**config.mk**
```make
export PLATFORM = sky130hd
export DESIGN_NAME = fetch_unit
export DESIGN_NICKNAME = d
export VERILOG_FILES = /design/src/rtl/fetch_unit.sv
export SDC_FILE = /design/constraint.sdc
export NUM_CORES = 1
export LEC_CHECK = 0
export ABC_AREA = 1
export CORE_ASPECT_RATIO = 0.5
export CORE_MARGIN = 10
export CORE_UTILIZATION = 45
export DETAILED_ROUTE_END_ITERATION = 10
export DONT_BUFFER_PORTS = 1
export GPL_ROUTABILITY_DRIVEN = 0
export HOLD_SLACK_MARGIN = 0.03
export PLACE_DENSITY_LB_ADDON = 0.2
export SYNTH_ARGS = -nofsm -noshare
export SYNTH_HDL_FRONTEND = slang
export SYNTH_SLANG_ARGS = --single-unit
```
**constraint.sdc**
```tcl
create_clock -name CLK -period 2.1 [get_ports CLK]
set_input_delay 0.63 -clock CLK [delete_from_list [all_inputs] [get_ports CLK]]
set_output_delay 0.63 -clock CLK [all_outputs]
set_load 0.01 [all_outputs]
```
**src/rtl/fetch_unit.sv**
```systemverilog
// Instruction fetch stage: PC, redirect tracking and IF/ID pipeline register.
// Define FETCH_PERF_EN to build the fetch/bubble performance counters.
module fetch_unit #(
    parameter logic [31:0] PC_INIT = 32'h00000000
) (
    input  logic        CLK,
    input  logic        nRST,
    input  logic        stall_PC,
    input  logic        stall_IFID,
    input  logic        flush_IFID,
    input  logic [1:0]  PCSrc,
    input  logic [31:0] branch_addr,
    input  logic [31:0] jr_addr,
    input  logic [31:0] jump_addr,
    input  logic        halt,
    input  logic        ihit,
    input  logic [31:0] imemload,
    output logic        imemREN,
    output logic [31:0] imemaddr,
    output logic [31:0] instr_IFID,
    output logic [31:0] npc_IFID,
    output logic        valid_IFID,
    output logic [31:0] perf_fetch_cnt,
    output logic [31:0] perf_bubble_cnt
);

    typedef enum logic [1:0] {StFetch, StRedir, StHalted} state_e;

    state_e      state_q, state_d;
    logic [31:0] pc_q, pc_d;
    logic [31:0] redir_q, redir_d;
    logic [31:0] instr_q, instr_d;
    logic [31:0] npc_q, npc_d;
    logic        valid_q, valid_d;
    logic        redirect;
    logic [31:0] target;
    logic [31:0] pc_plus4;
    logic        load;
    logic        bubble_wr;

    assign redirect = (PCSrc != 2'd0);
    assign pc_plus4 = pc_q + 32'd4;

    always_comb begin
        target = branch_addr;
        case (PCSrc)
            2'd2:    target = jr_addr;
            2'd3:    target = jump_addr;
            default: target = branch_addr;
        endcase
        target[1:0] = 2'b00;
    end

    always_comb begin
        state_d = state_q;
        pc_d    = pc_q;
        redir_d = redir_q;
        load    = 1'b0;
        if (halt) begin
            state_d = StHalted;
            redir_d = '0;
        end else begin
            case (state_q)
                StFetch: begin
                    if (redirect) begin
                        // A redirect overrides stall_PC; a word fetched alongside it is dropped.
                        if (ihit) begin
                            pc_d = target;
                        end else begin
                            redir_d = target;
                            state_d = StRedir;
                        end
                    end else if (ihit && !stall_PC) begin
                        pc_d = pc_plus4;
                        load = 1'b1;
                    end
                end
                StRedir: begin
                    if (ihit) begin
                        pc_d    = redirect ? target : redir_q;
                        redir_d = '0;
                        state_d = StFetch;
                    end else if (redirect) begin
                        redir_d = target;
                    end
                end
                default: ;
            endcase
        end
    end

    always_comb begin
        instr_d   = instr_q;
        npc_d     = npc_q;
        valid_d   = valid_q;
        bubble_wr = 1'b0;
        if (flush_IFID) begin
            instr_d   = '0;
            npc_d     = '0;
            valid_d   = 1'b0;
            bubble_wr = 1'b1;
        end else if (stall_IFID) begin
            bubble_wr = 1'b0;
        end else if (load) begin
            instr_d = imemload;
            npc_d   = pc_plus4;
            valid_d = 1'b1;
        end else begin
            instr_d   = '0;
            npc_d     = '0;
            valid_d   = 1'b0;
            bubble_wr = 1'b1;
        end
    end

    always_ff @(posedge CLK or negedge nRST) begin
        if (!nRST) begin
            state_q <= StFetch;
            pc_q    <= PC_INIT;
            redir_q <= '0;
            instr_q <= '0;
            npc_q   <= '0;
            valid_q <= 1'b0;
        end else begin
            state_q <= state_d;
            pc_q    <= pc_d;
            redir_q <= redir_d;
            instr_q <= instr_d;
            npc_q   <= npc_d;
            valid_q <= valid_d;
        end
    end

    assign imemaddr   = pc_q;
    assign imemREN    = (state_q != StHalted);
    assign instr_IFID = instr_q;
    assign npc_IFID   = npc_q;
    assign valid_IFID = valid_q;

`ifdef FETCH_PERF_EN
    logic [31:0] fetch_cnt_q, fetch_cnt_d;
    logic [31:0] bubble_cnt_q, bubble_cnt_d;

    // Counters freeze once halted so the final values remain observable.
    always_comb begin
        fetch_cnt_d  = fetch_cnt_q;
        bubble_cnt_d = bubble_cnt_q;
        if (state_q != StHalted) begin
            if (load) fetch_cnt_d = fetch_cnt_q + 32'd1;
            if (bubble_wr) bubble_cnt_d = bubble_cnt_q + 32'd1;
        end
    end

    always_ff @(posedge CLK or negedge nRST) begin
        if (!nRST) begin
            fetch_cnt_q  <= '0;
            bubble_cnt_q <= '0;
        end else begin
            fetch_cnt_q  <= fetch_cnt_d;
            bubble_cnt_q <= bubble_cnt_d;
        end
    end

    assign perf_fetch_cnt  = fetch_cnt_q;
    assign perf_bubble_cnt = bubble_cnt_q;
`else
    logic unused_bubble_wr;
    assign unused_bubble_wr = bubble_wr;
    assign perf_fetch_cnt   = '0;
    assign perf_bubble_cnt  = '0;
`endif

endmodule

```
==> metrics.yaml, run 1 <==
period_needed_ns: 1.82
ctsLongestPathBuffers: 2
fin_cells: 1257
initialDrtViolationCount: 524
cp-start-kind: "register"
combPwrFrac: 0.065
h-tree-depth: 4
yosys_warnings: 0
finalSetupTns_ns: 0
whs_ns: -0.0908
finClkSkew_ns: 0.0121
start_util: 0.463
clkSlewWorstSetupHoldPaths_ns: 0.07
grt_pass1_vias: 6437
postLayoutCoreUtil: 0.508
insertion_delay_ns: 0.42
grt_usage: 0.204
rsz0062_at_grt: "false"
power.leakage_uw: 0.00403
seq_power_share: 0.424
setup_viol: 0
fmax_ghz: 0.549
grt-busiest-layer: "met2"
grt_max_degree: 132
synth_edf_count: 0
drc: 0
vias: 6638
synthesis.area_um2: 7650
final_antenna_net_count: 0
netSwitchingPower_uw: 1610
area_delta_synth_final_pct: 9.69
place_inst: 1225
ctsResizeCount: 0
path_class: "reg -> reg"
arrival_ns: 2.16
die_x_um: 204
worstRegToRegCells: 7
status: "finished with violations"
num-fill-cells: 1602
synthDistinctLibCells: 38
crit_required_ns: 2.43
drt-vias-per-instance: 5.28
ys.flop_type: "dfrtp_1"
internal-power_uw: 4340
maxCapViolCount: 0
totalWireLength_um: 24200
layout-drive-gt1-share: 0.0845
synth_cells: 1014
violations: "negative hold slack"
synth-seq-cells: 131
grt_pass1_wl_um: 37500
cts_tree: "built"
grt_overflow_total: 0
portBuffers: 0
die_h_um: 112
power_density_nw_per_um2: 708
dp_hpwl_um: 18700
vdd_drop_max_mv: 0.573
met2_usage: 0.311
layout.nets: 1155
cts_setup_buffers: 0
io_pins: 299
finalPower_uw: 5950
rows: 33
numCtsBuffers: 17
ys_seq_area_frac: 0.428
finalCritPeriodShare: 0.868
dieArea_um2: 22900
wire_per_inst_um: 19.3
diodes: 0
core-area_um2: 16500
clkSinkCount: 131
slew_violations: 0
endpoint_kind: "register"
cp_max_fo: 12
hold_viol_final: 131
use_met1: 0.280
synth_area_per_cell_um2: 7.55
cts-root-buf: "clkbuf_16"
use_met3: 0.0657
firstDrtPassIters: 5
pwr-share-clk: 0.510
antenna_found_initial: 0
synthArstFlopShare: 1.00
swShare: 0.270
min_path_type: "in -> async"
## sequential cells by signal (all words and copies together) (netlist names)
signal,count
imemaddr,32
instr_IFID,32
npc_IFID,32
redir_q,32
state_q,2
valid_IFID,1
## final cells by class
cell class	count	area, um2	area share
Sequential cell	131	3280	0.390
Multi-Input combinational cell	776	3700	0.441
Tap cell	227	284	0.0338
Clock inverter	15	180	0.0215
Timing Repair Buffer	30	300	0.0358
Clock buffer	17	425	0.0507
Inverter	61	229	0.0273
## layout by cell type, fill, tap and decap left out, drive strengths merged
cell type | synthesis | final
clkinv | 0 | 3
nand3 | 54 | 54
or2 | 1 | 1
and2 | 2 | 2
clkbuf | 20 | 17
nand2 | 343 | 343
xnor2 | 6 | 6
o21a | 7 | 7
nor2 | 108 | 108
inv | 61 | 72
a21boi | 5 | 5
conb | 1 | 64
o21ai | 57 | 57
o21bai | 1 | 1
a21oi | 27 | 27
nor4 | 1 | 1
a31oi | 4 | 4
bufinv | 0 | 1
a22oi | 16 | 16
buf | 89 | 30
a22o | 43 | 43
dfrtp | 131 | 131
nand3b | 6 | 6
nand4 | 3 | 3
ha | 1 | 1
xor2 | 9 | 9
o211ai | 15 | 15
nor3 | 3 | 3
## power by group through the flow
stage	sequential, uW	combinational, uW	clock (uW)
final	2520	389	3030
after global routing	2520	435	3210
after CTS	2520	377	3100
after detailed placement	2570	376	0
after global placement	2570	371	0
after floorplan	2570	355	0
## routing by layer
layer  vias to the layer above  share of wire
li1                       3180              -
met1                      3160           0.46
met2                       288           0.44
met3                        10          0.093
met4                         0         0.0052
met5                         -              0
## synth_stat cells, types with 4 or more instances
library cell,instances,area [um2]
a21oi_1,27,135
a22o_1,43,377
dfrtp_1,131,3280
buf_2,17,85.1
o211ai_1,15,113
o21ai_0,36,180
buf_4,67,503
o21a_1,7,52.6
nand3b_1,6,45.0
a21boi_0,5,37.5
nand2_1,340,1280
clkbuf_1,20,75.1
xnor2_1,6,52.6
inv_2,8,30.0
xor2_1,9,78.8
o21ai_1,21,105
nor2_1,101,379
nand3_1,52,260
a31oi_1,4,25.0
a22oi_1,16,120
inv_1,53,199
## cell families after synthesis
family,Yosys count,synth area share
buf+inv,170,0.121
simple gates,521,0.281
fa+ha+maj,1,0.00163
flops,131,0.428
xor+xnor,15,0.0172
compound gates,175,0.151
other cells,1,0.000490
## worst max-delay path, stage by stage, from the launching register on
cell,delay [ns]
dfrtp_1,0.49
nor2_8,0.24
inv_2,0.12
nor2_8,0.10
inv_2,0.12
o21ai_0,0.37
nor2_1,0.14
a21oi_1,0.17
## stage by stage
| step | instance area (um2) | hold slack [ns] | setup WS, ns |
|---|---|---|---|
| 6_report | 8400 | -0.0908 | 0.278 |
| 5_1_grt | 8400 | -0.105 | 0.109 |
| 3_3_place_gp | 7790 | 0.341 | 0.0264 |
| 4_1_cts | 8400 | -0.107 | 0.292 |
| 2_1_floorplan | 7890 | 0.334 | 0.420 |
| 3_5_place_dp | 7790 | 0.341 | 0.0114 |
## path summary, 6_finish.rpt
| path | start | end | slack, ns |
|---|---|---|---|
| worst max-delay path | state_q[1]$_DFFE_PN0P_ | imemaddr[14]$_DFFE_PN0P_ | 0.28 |
| max in group asynchronous | nRST | npc_IFID[31]$_DFFE_PN0P_ | 1.88 |
| worst min register to register | redir_q[0]$_DFFE_PN0P_ | redir_q[0]$_DFFE_PN0P_ | 0.50 |
| worst max register to register | state_q[1]$_DFFE_PN0P_ | imemaddr[14]$_DFFE_PN0P_ | 0.28 |
| min in group CLK | halt | state_q[1]$_DFFE_PN0P_ | 0.34 |
| worst min-delay path | nRST | redir_q[4]$_DFFE_PN0P_ | -0.09 |
(Power assumes the default switching activity.)
==> run 2, diff against run 1 <==
--- a/config.mk
+++ b/config.mk
@@ -9,6 +9,7 @@
 export CORE_ASPECT_RATIO = 0.5
 export CORE_MARGIN = 10
 export CORE_UTILIZATION = 45
+export CTS_BUF_LIST = sky130_fd_sc_hd__clkbuf_16
 export DETAILED_ROUTE_END_ITERATION = 10
 export DONT_BUFFER_PORTS = 1
 export GPL_ROUTABILITY_DRIVEN = 0
==> results of run 2 <==
The final DEF is identical to that of run 1; final timing and power are the same.
